### src/rtl/product_accumulator.sv
// Saturating group accumulator behind the 3x4 array multiplier.
// Sums N_TERMS products, then holds the result on a valid/ready port.
module product_accumulator #(
    parameter int PROD_W  = 7,
    parameter int ACC_W   = 12,
    parameter int N_TERMS = 8
) (
    input  logic                           clk,
    input  logic                           rst,
    input  logic                           clear,
    input  logic                           prod_valid,
    output logic                           prod_ready,
    input  logic [PROD_W-1:0]              prod_data,
    output logic                           acc_valid,
    input  logic                           acc_ready,
    output logic [ACC_W-1:0]               acc_data,
    output logic                           acc_sat,
    output logic [$clog2(N_TERMS+1)-1:0]   term_cnt
);

    localparam int CNT_W = $clog2(N_TERMS + 1);
    localparam logic [CNT_W-1:0] LAST = CNT_W'(N_TERMS - 1);

    typedef enum logic [1:0] {
        ACCUM = 2'b01,
        HOLD  = 2'b10
    } state_t;

    state_t           state, state_n;
    logic [ACC_W-1:0] acc, acc_n;
    logic             sat, sat_n;
    logic [CNT_W-1:0] cnt, cnt_n;
    logic [ACC_W:0]   sum;

    // One guard bit above the accumulator flags overflow.
    always_comb sum = {1'b0, acc} + (ACC_W + 1)'(prod_data);

    always_comb begin
        state_n = state;
        acc_n   = acc;
        sat_n   = sat;
        cnt_n   = cnt;
        if (clear) begin
            state_n = ACCUM;
            acc_n   = '0;
            sat_n   = 1'b0;
            cnt_n   = '0;
        end else begin
            case (state)
                ACCUM: begin
                    if (prod_valid) begin
                        acc_n = sum[ACC_W] ? '1 : sum[ACC_W-1:0];
                        sat_n = sat | sum[ACC_W];
                        cnt_n = cnt + CNT_W'(1);
                        if (cnt == LAST) state_n = HOLD;
                    end
                end
                HOLD: begin
                    if (acc_ready) begin
                        state_n = ACCUM;
                        acc_n   = '0;
                        sat_n   = 1'b0;
                        cnt_n   = '0;
                    end
                end
                default: begin
                    state_n = ACCUM;
                    acc_n   = '0;
                    sat_n   = 1'b0;
                    cnt_n   = '0;
                end
            endcase
        end
    end

    always_ff @(posedge clk) begin
        if (rst) begin
            state <= ACCUM;
            acc   <= '0;
            sat   <= 1'b0;
            cnt   <= '0;
        end else begin
            state <= state_n;
            acc   <= acc_n;
            sat   <= sat_n;
            cnt   <= cnt_n;
        end
    end

    assign prod_ready = (state == ACCUM);
    assign acc_valid  = (state == HOLD);
    assign acc_data   = acc;
    assign acc_sat    = sat;
    assign term_cnt   = cnt;

endmodule
### config.mk
export PLATFORM = sky130hd
export DESIGN_NAME = product_accumulator
export DESIGN_NICKNAME = d
export VERILOG_FILES = /design/src/rtl/product_accumulator.sv
export SDC_FILE = /design/constraint.sdc
export NUM_CORES = 1
export LEC_CHECK = 0
export BUFFER_PORTS_ARGS = -buffer_cell sky130_fd_sc_hd__buf_2
export CORE_MARGIN = 8
export CORE_UTILIZATION = 47
export CTS_CLUSTER_DIAMETER = 30
export DETAILED_ROUTE_END_ITERATION = 12
export GPL_ROUTABILITY_DRIVEN = 0
export GPL_TIMING_DRIVEN = 0
export PLACE_DENSITY = 0.83
export SLEW_MARGIN = 20
export SYNTH_ARGS = -nofsm -noshare
export SYNTH_HDL_FRONTEND = slang
export SYNTH_SLANG_ARGS = --single-unit
export TNS_END_PERCENT = 20
### constraint.sdc
create_clock -name clk -period 2.4 [get_ports clk]
set_input_delay 0.24 -clock clk [delete_from_list [all_inputs] [get_ports clk]]
set_output_delay 0.24 -clock clk [all_outputs]
set_load 0.02 [all_outputs]
=== Word-level counts from Yosys, hierarchy flattened ===
Index checks and enable logic that the tools add are counted.

* Bits in registers: 19
* Input port bits: 12
* Word-level logic and storage cells: 30

* $add $sub $neg: 2
* Eq/ne operators: 6
* Multiplexer cells: 14
* Bitwise gates (word level): 1
* Reductions and logical operators: 3

{| class="wikitable"
|+ Operators with widths
! cell !! count
|-
| two-way mux 12 bit || 3
|-
| one-hot mux 12 bit (2 select lines) || 1
|-
| adder 12 x 7 -> 13 bit || 1
|-
| two-way mux 4 bit || 2
|-
| one-hot mux 4 bit (2 select lines) || 1
|-
| two-way mux 2 bit || 3
|-
| adder 4 x 1 -> 4 bit (second input constant) || 1
|-
| == test 4 x 3 -> 1 bit (second input constant) || 1
|-
| inequality test 2 x 1 -> 1 bit (second input constant) || 2
|-
| one-hot mux 2 bit (2 select lines) || 1
|-
| AND reduction 3 bit || 1
|-
| == test 2 x 1 -> 1 bit (second input constant) || 1
|-
| == test 2 bit (second input constant) || 1
|-
| two-way mux 1 bit || 2
|-
| inequality test 2 bit (second input constant) || 1
|-
| one-hot mux 1 bit (2 select lines) || 1
|-
| AND reduction 2 bit || 1
|-
| OR reduction 2 bit || 1
|-
| OR 1 bit || 1
|}

=== Logic depth before layout (Yosys ltp) ===
Gate-level depths: netlist (run 1).

* Depth in word-level cells: 4
* Depth in mapped cells: 7
* Depth with buffers taken out: 7

=== Least setup slack after synthesis (run 1) ===
OpenSTA, ideal clock, no wires.

* Kind: register to register
* Start: register acc[0] (netlist: acc_data[0])
* End: register acc[2] (netlist: acc_data[2])
* Arrival time: 2.089 ns
* Data required time: 2.278 ns
* Path slack: 0.189 ns
* Stages on the path, launching flop included: 8
* Path buffers: 0
* Period minus slack after synthesis: 2.211 ns
* Cell sequence: dfxtp_1 > ha_1 > fa_1 > a211oi_4 > o31ai_4 > o21a_4 > and3_4 > a221o_1

* Longest elaborated chain between the ends: 4

{| class="wikitable"
|+ RTL lines
! what !! line !! RTL
|-
| start: declaration || 30 || <nowiki>logic [ACC_W-1:0] acc, acc_n;</nowiki>
|-
| start signal: assignment || 84 || <nowiki>acc <= acc_n;</nowiki>
|-
| adder 12 x 7 -> 13 bit || 36 || <nowiki>always_comb sum = {1'b0, acc} + (ACC_W + 1)'(prod_data);</nowiki>
|-
| two-way mux 12 bit || 52 || <nowiki>acc_n = sum[ACC_W] ? '1 : sum[ACC_W-1:0];</nowiki>
|-
| two-way mux 12 bit || 51 || <nowiki>if (prod_valid) begin</nowiki>
|-
| one-hot mux 12 bit (2 select lines) || 49 || <nowiki>case (state)</nowiki>
|}

Every way passes these cells. The select of a mux whose other input is x is not followed.
A chain may end at the register's enable or synchronous reset.

=== Final worst setup path (run 1) ===
Same ends and word-level chain as after synthesis.

==> metrics.cfg, run 1 <==
[cells_and_area]
num-nets-final = 180
most_frequent_cells_in_the_layout = sky130_fd_sc_hd__buf_2 (30), sky130_fd_sc_hd__dfxtp_1 (19), sky130_fd_sc_hd__nor2_1 (11), sky130_fd_sc_hd__nand2_1 (10), sky130_fd_sc_hd__ha_1 (8)
post-route-util_pct = 59.7
total_inserted_antenna_cells = 0
drive_gt1_share_pct = 27.2
layout.cells.most_common = sky130_fd_sc_hd__buf_2
layout.filler_cells = 213
area.growth.synth_to_final_pct = 18.8

[global_route]
initial_antenna_violation_count = 0
use_met3_pct = 2.54
met1_usage_pct = 16.5
top_usage_layer = met2
grt_start_max_net_pins = 12
gr-usage-all-layers_pct = 13.9
number_of_global_route_vias_before_repair = 1060
globalRoute.totalOverflow = 0
grt_use_met2_pct = 22.4
grt_first_pass_wirelength_um = 4790

[clock_network]
cts_tree = yes
cts_buffer_depth = 2
cts_resized = 0
clockRootBuffer = sky130_fd_sc_hd__clkbuf_4
cts.sinks = 19
cts.repair_timing.setup_buffer_count = 0
clock_tree.htree_level_count = 1
cts-hold-fix-buffers = 0
clk_lat_worst_skew_ps = 300
clkTransAtPathRegs_ps = 110
number_of_clock_buffers_inserted_by_tritoncts = 3

[detailed_routing]
wl_um = 2930
initialDrtViolationCount = 91
detailedRoute.firstPassIterationCount = 4
drt.antenna.violating_nets = 0
vias = 1103
drc = 0
route.detailed.wl_per_inst_um = 15.7
via_per_inst = 5.93

[floorplan]
io_pins = 31
die_w_um = 65.1
die_area_mm2 = 0.00424
core_rows = 17
die_height_um = 65.1
coreArea_mm2 = 0.00225
start_util_pct = 50.3

[sta]
final-hold-violation-count = 0
achievable-frequency_mhz = 441
finalSetupViolCount = 0
finalCriticalPeriod_ps = 2270
timing.slew.headroom_pct = 68.6
worst_hold_slack_ps = 236
worstMarginPinSlew_ps = 468
setup_repair_after_global_routing_missed_its_margin = no
fin_skew_ps = 1.46
fin_setup_tns_ps = 0
timing.final.crit_share_pct = 94.4
slew_violations = 0

[critical_path]
cp-end-kind = flip-flop
worstPathRequired_ps = 2600
r2r_slack_ps = 130
worst_setup_path_start_kind = flip-flop
critical_path_fanout_max = 6
worst-setup-path-type = reg -> reg
crit-reg2reg-capture = acc_data[2]
worstPathArrival_ps = 2470
regToRegStartpoint = acc_data[0]
rr_worst_depth = 7

[synthesis]
synthesized_netlist_cell_count = 124
yosysUniqueCellTypes = 45
yosysWarnings = 0
post-synth-top-area-cell = sky130_fd_sc_hd__dfxtp_1
synthFlopType = sky130_fd_sc_hd__dfxtp_1
syn-cell-area_mm2 = 0.00113
async_flop_share_pct = 0
ys_seq_area_share_pct = 33.6
synth.area.top_cells = sky130_fd_sc_hd__dfxtp_1 (34%), sky130_fd_sc_hd__ha_1 (8.8%), sky130_fd_sc_hd__nor2_1 (3.6%)
synth.top_cell.area_share_pct = 33.6
synth_seq_cells = 19
avgSynthCellArea_um2 = 9.14
synth-edff-count = 0
number_of_nets_in_the_synthesized_netlist = 145

[power]
p_clk_share_pct = 27.6
switching_power_uw = 177
seq_power_share_pct = 54.1
switching_share_pct = 29.3
power-per-cell-area_mw_per_mm2 = 449
power_report.internal_total_uw = 427
p_leak_uw = 0.000578
maximum_vdd_drop_uv = 314
power.combinational.fraction_pct = 18.3

[place]
port_buffer_count = 30
post-dp-hpwl_um = 2300

[hold_path]
hold_path.startpoint = rst
timing.hold.worst_path_depth = 4
hp-class = in -> reg
worst_hold_path.endpoint = acc_data[10]

[flow_run]
cap_viol_max_count = 0

[run_status]
outcome = finished, final reports clean

-- final cells by class --
cell class	instances	area [um2]	share of cell area, %
multi-input cells	99	731	54.3
flip-flops and latches	19	380	28.3
repair buffers	30	150	11.2
well taps	28	35.0	2.60
clock buffers	3	22.5	1.67
inverters	4	15.0	1.12
plain buffers	2	7.51	0.558
clock inverters	1	5.00	0.372
-- per-layer routing --
metal  part of all wire (%)  vias up
met5                      0        -
met4                    1.9        0
met3                    8.6        5
met2                     49       46
met1                     40      513
li1                       -      539
-- power groups by stage --
stage                     clock network [uW]  registers [uW]  logic [uW]
after global routing                     190             328         121
final                                    167             327         111
after detailed placement                   0             334         109
after CTS                                176             327         110
after global placement                     0             334         105
after floorplan                            0             341        69.7
-- registers in the layout, summed over array words and instances, names as in the netlist --
signal	cells
acc_sat	1
state	2
term_cnt	4
acc_data	12
-- worst max-delay path: stages (launching register included) --
cell,delay (ps)
sky130_fd_sc_hd__dfxtp_1,340
sky130_fd_sc_hd__ha_1,220
sky130_fd_sc_hd__fa_1,450
sky130_fd_sc_hd__a211oi_4,360
sky130_fd_sc_hd__o31ai_4,130
sky130_fd_sc_hd__o21a_4,240
sky130_fd_sc_hd__and3_4,170
sky130_fd_sc_hd__a221o_1,260
-- cell usage after synthesis (2+ instances only) --
cell                       number
sky130_fd_sc_hd__nor2_2         2
sky130_fd_sc_hd__xor2_1         2
sky130_fd_sc_hd__a221o_1        4
sky130_fd_sc_hd__inv_1          4
sky130_fd_sc_hd__a31oi_1        4
sky130_fd_sc_hd__nand4_1        4
sky130_fd_sc_hd__ha_1           8
sky130_fd_sc_hd__a21oi_1        7
sky130_fd_sc_hd__xnor2_1        3
sky130_fd_sc_hd__nor2b_1        2
sky130_fd_sc_hd__dfxtp_1       19
sky130_fd_sc_hd__nor2_1        11
sky130_fd_sc_hd__nand2_1       10
sky130_fd_sc_hd__o21ai_1        4
sky130_fd_sc_hd__clkbuf_1       2
sky130_fd_sc_hd__o21a_1         2
sky130_fd_sc_hd__a22o_1         2
sky130_fd_sc_hd__nand3_1        2
sky130_fd_sc_hd__nor4_1         3
sky130_fd_sc_hd__o211ai_1       3
sky130_fd_sc_hd__o21bai_1       2
-- logic make-up (layout without fill, tap and decap cells) --
family | Yosys count | count (layout) | share of synthesized area [%]
compound gates | 42 | 42 | 29.7
xor+xnor | 5 | 5 | 3.86
fa+ha+maj | 9 | 9 | 10.6
buf+inv | 6 | 40 | 1.99
flops | 19 | 19 | 33.6
simple gates | 43 | 43 | 20.3
-- stage by stage --
step,instances,power [uW],cell area (um2),setup WS (ps)
after floorplan,124,411,1130,189
after global placement,182,439,1320,129
after detailed placement,182,443,1320,105
after CTS,186,613,1350,123
after global routing,186,640,1350,62.8
final,186,604,1350,134
-- how the worst max path moves through the flow --
stage | end | slack [ps] | startpoint | cells after the start
detailed placement | acc_data[5] | 100 | prod_data[0] | 8
CTS | acc_data[2] | 120 | acc_data[0] | 7
floorplan | acc_data[2] | 190 | acc_data[0] | 7
finish | acc_data[2] | 130 | acc_data[0] | 7
global route | acc_data[2] | 60 | acc_data[0] | 7
global placement | acc_data[2] | 130 | prod_data[0] | 8
Power figures use the tool's default switching activity.
==> run 2, diff against run 1 <==
--- a/config.mk
+++ b/config.mk
@@ -6,13 +6,14 @@
 export NUM_CORES = 1
 export LEC_CHECK = 0
 export BUFFER_PORTS_ARGS = -buffer_cell sky130_fd_sc_hd__buf_2
+export CAP_MARGIN = 25
 export CORE_MARGIN = 8
-export CORE_UTILIZATION = 47
+export CORE_UTILIZATION = 51
 export CTS_CLUSTER_DIAMETER = 30
 export DETAILED_ROUTE_END_ITERATION = 12
 export GPL_ROUTABILITY_DRIVEN = 0
 export GPL_TIMING_DRIVEN = 0
-export PLACE_DENSITY = 0.83
+export PLACE_DENSITY = 0.88
 export SLEW_MARGIN = 20
 export SYNTH_ARGS = -nofsm -noshare
 export SYNTH_HDL_FRONTEND = slang
==> run 2 against run 1 <==
Combinational power about the same. Clock skew rose by 3.6 ps. Non-clock buffer count stayed put. Fmax down 0.51%. Register-to-register slack about the same. Routed wire length fell by 5.2%. Count of clock-buffer cells in the layout unchanged. Sequential power barely moved. Clock power hardly changed. Highest routed layer unchanged. Critical endpoint is now acc_data[1].
==> metrics.cfg, run 2 (synthesis gave the netlist of run 1 again) <==
[clock_network]
cts.repair_timing.setup_buffer_count = 0  ; unchanged
clkTransAtPathRegs_ps = 120  ; about the same
cts-hold-fix-buffers = 0  ; unchanged
cts_tree = yes
clock_tree.htree_level_count = 1  ; unchanged
cts.sinks = 19  ; unchanged
clk_lat_worst_skew_ps = 300  ; about the same
clockRootBuffer = sky130_fd_sc_hd__clkbuf_4
number_of_clock_buffers_inserted_by_tritoncts = 3  ; unchanged
cts_resized = 0  ; unchanged
cts_buffer_depth = 2  ; unchanged

[global_route]
grt_first_pass_wirelength_um = 4860  ; +1.4%
grt_start_max_net_pins = 12  ; unchanged
number_of_global_route_vias_before_repair = 1093  ; +3.1%
initial_antenna_violation_count = 0  ; unchanged
gr-usage-all-layers_pct = 14.2  ; +0.28 points
globalRoute.totalOverflow = 0  ; unchanged

[detailed_routing]
route.detailed.wl_per_inst_um = 14.9  ; -5.2%
initialDrtViolationCount = 33  ; -64%
wl_um = 2780  ; -5.2%
detailedRoute.firstPassIterationCount = 4  ; unchanged
via_per_inst = 5.92  ; -0.18%
vias = 1101  ; -0.18%
drt.antenna.violating_nets = 0  ; unchanged
drc = 0  ; unchanged

[floorplan]
core_rows = 17  ; unchanged
die_height_um = 63.1  ; -3.0%
die_w_um = 63.1  ; -3.0%
start_util_pct = 52.8  ; +2.5 points
coreArea_mm2 = 0.00215  ; -4.7%
io_pins = 31  ; unchanged
die_area_mm2 = 0.00399  ; -5.9%

[sta]
slew_violations = 0  ; unchanged
achievable-frequency_mhz = 439  ; -0.51%
worst_hold_slack_ps = 212  ; -23.8 ps
fin_setup_tns_ps = 0  ; unchanged
finalCriticalPeriod_ps = 2280  ; +11.5 ps
final-hold-violation-count = 0  ; unchanged
setup_repair_after_global_routing_missed_its_margin = no
worstMarginPinSlew_ps = 469  ; +0.522 ps
timing.slew.headroom_pct = 68.5  ; about the same
timing.final.crit_share_pct = 94.9  ; +0.48 points
fin_skew_ps = 5.06  ; +3.60 ps
finalSetupViolCount = 0  ; unchanged

[critical_path]
timing.critical_path.slowest_cell_delay_ps = 450  ; about the same
regToRegStartpoint = acc_data[0]
worstPathRequired_ps = 2600  ; about the same
worstPathArrival_ps = 2480  ; about the same
critical_path.top_delay_family = compound AO/OA/AOI/OAI gates
worst_setup_path_start_kind = flip-flop
crit-reg2reg-capture = acc_data[1]
cp_max_delay_cell = sky130_fd_sc_hd__fa_1
critPathBufInv = 0  ; unchanged
critical_path_fanout_max = 6  ; unchanged
crit_path_cell_trace = ha_1 > fa_1 > a211oi_4 > o31ai_4 > o21a_4 > and3_4 > a221o_1
worst-setup-path-type = reg -> reg
rr_worst_depth = 7  ; unchanged
r2r_slack_ps = 120  ; about the same
cp-end-kind = flip-flop

[hold_path]
hold_path.startpoint = rst
timing.hold.worst_path_depth = 4  ; unchanged
hp-class = in -> reg
worst_hold_path.endpoint = acc_data[10]

[run_status]
outcome = finished, final reports clean

[power]
power-per-cell-area_mw_per_mm2 = 448  ; -0.14%
maximum_vdd_drop_uv = 325  ; +3.5%
p_leak_uw = 0.000578  ; unchanged

[cells_and_area]
layout.filler_cells = 188  ; -12%
total_inserted_antenna_cells = 0  ; unchanged
post-route-util_pct = 62.7  ; +3.0 points
layout.cells.most_common = sky130_fd_sc_hd__buf_2
area.growth.synth_to_final_pct = 18.8  ; unchanged
drive_gt1_share_pct = 27.2  ; unchanged
most_frequent_cells_in_the_layout = sky130_fd_sc_hd__buf_2 (30), sky130_fd_sc_hd__dfxtp_1 (19), sky130_fd_sc_hd__nor2_1 (11), sky130_fd_sc_hd__nand2_1 (10), sky130_fd_sc_hd__ha_1 (8)
num-nets-final = 180  ; unchanged
largest_register_ff_count = 12  ; unchanged

[place]
post-dp-hpwl_um = 2190  ; -4.8%
port_buffer_count = 30  ; unchanged

[flow_run]
cap_viol_max_count = 0  ; unchanged

## run 2: cell counts in the layout (fill, tap and decap cells not counted)
No cell type changed its count.
## run 2: worst reg2reg max path: stages, from the launching register on
cell and delay (ps):
sky130_fd_sc_hd__dfxtp_1 340, sky130_fd_sc_hd__ha_1 220, sky130_fd_sc_hd__fa_1 450, sky130_fd_sc_hd__a211oi_4 350, sky130_fd_sc_hd__o31ai_4 130, sky130_fd_sc_hd__o21a_4 240, sky130_fd_sc_hd__and3_4 170, sky130_fd_sc_hd__a221o_1 270
## run 2: per-layer routing
layer / vias to the layer above / GRT usage (%) / wire length, um
li1: 544 / - / -
met1: 516 / 16.8 / 1180
met2: 35 / 23.3 / 1350
met3: 6 / 3.18 / 192
met4: 0 / 7.41 / 58
met5: - / 0 / 0
## run 2: layout make-up
cell class / instances / area, um2 / area share, %
Sequential cell: 19 / 380 / 28.3
Clock buffer: 3 / 22.5 / 1.67
Tap cell: 28 / 35.0 / 2.60
Clock inverter: 1 / 5.00 / 0.372
Timing Repair Buffer: 30 / 150 / 11.2
Buffer: 2 / 7.51 / 0.558
Inverter: 4 / 15.0 / 1.12
Multi-Input combinational cell: 99 / 731 / 54.3
## run 2: how the worst max path moves through the flow
| stage | start | endpoint | slack (ps) | cells after the start |
|---|---|---|---|---|
| after floorplan | acc_data[0] | acc_data[2] | 190 | 7 |
| after global placement | prod_data[0] | acc_data[2] | 130 | 8 |
| after detailed placement | prod_data[0] | acc_data[1] | 110 | 8 |
| after CTS | acc_data[0] | acc_data[1] | 130 | 7 |
| after global routing | acc_data[0] | acc_data[1] | 50 | 7 |
| final | acc_data[0] | acc_data[1] | 120 | 7 |
## run 2: stage by stage
stage	setup WS [ps]	cells	cell area, um2	total power, uW
finish	122	186	1350	604
global placement	135	182	1320	438
global route	53.1	186	1350	631
floorplan	189	124	1130	411
detailed placement	113	182	1320	443
CTS	130	186	1350	607
## run 2: power breakdown
part           internal [uW]  switching (uW)  total [uW]
Sequential               321            5.87         327
Combinational           43.4            66.0         109
Clock                   62.1             105         167
Total                    427             177         604
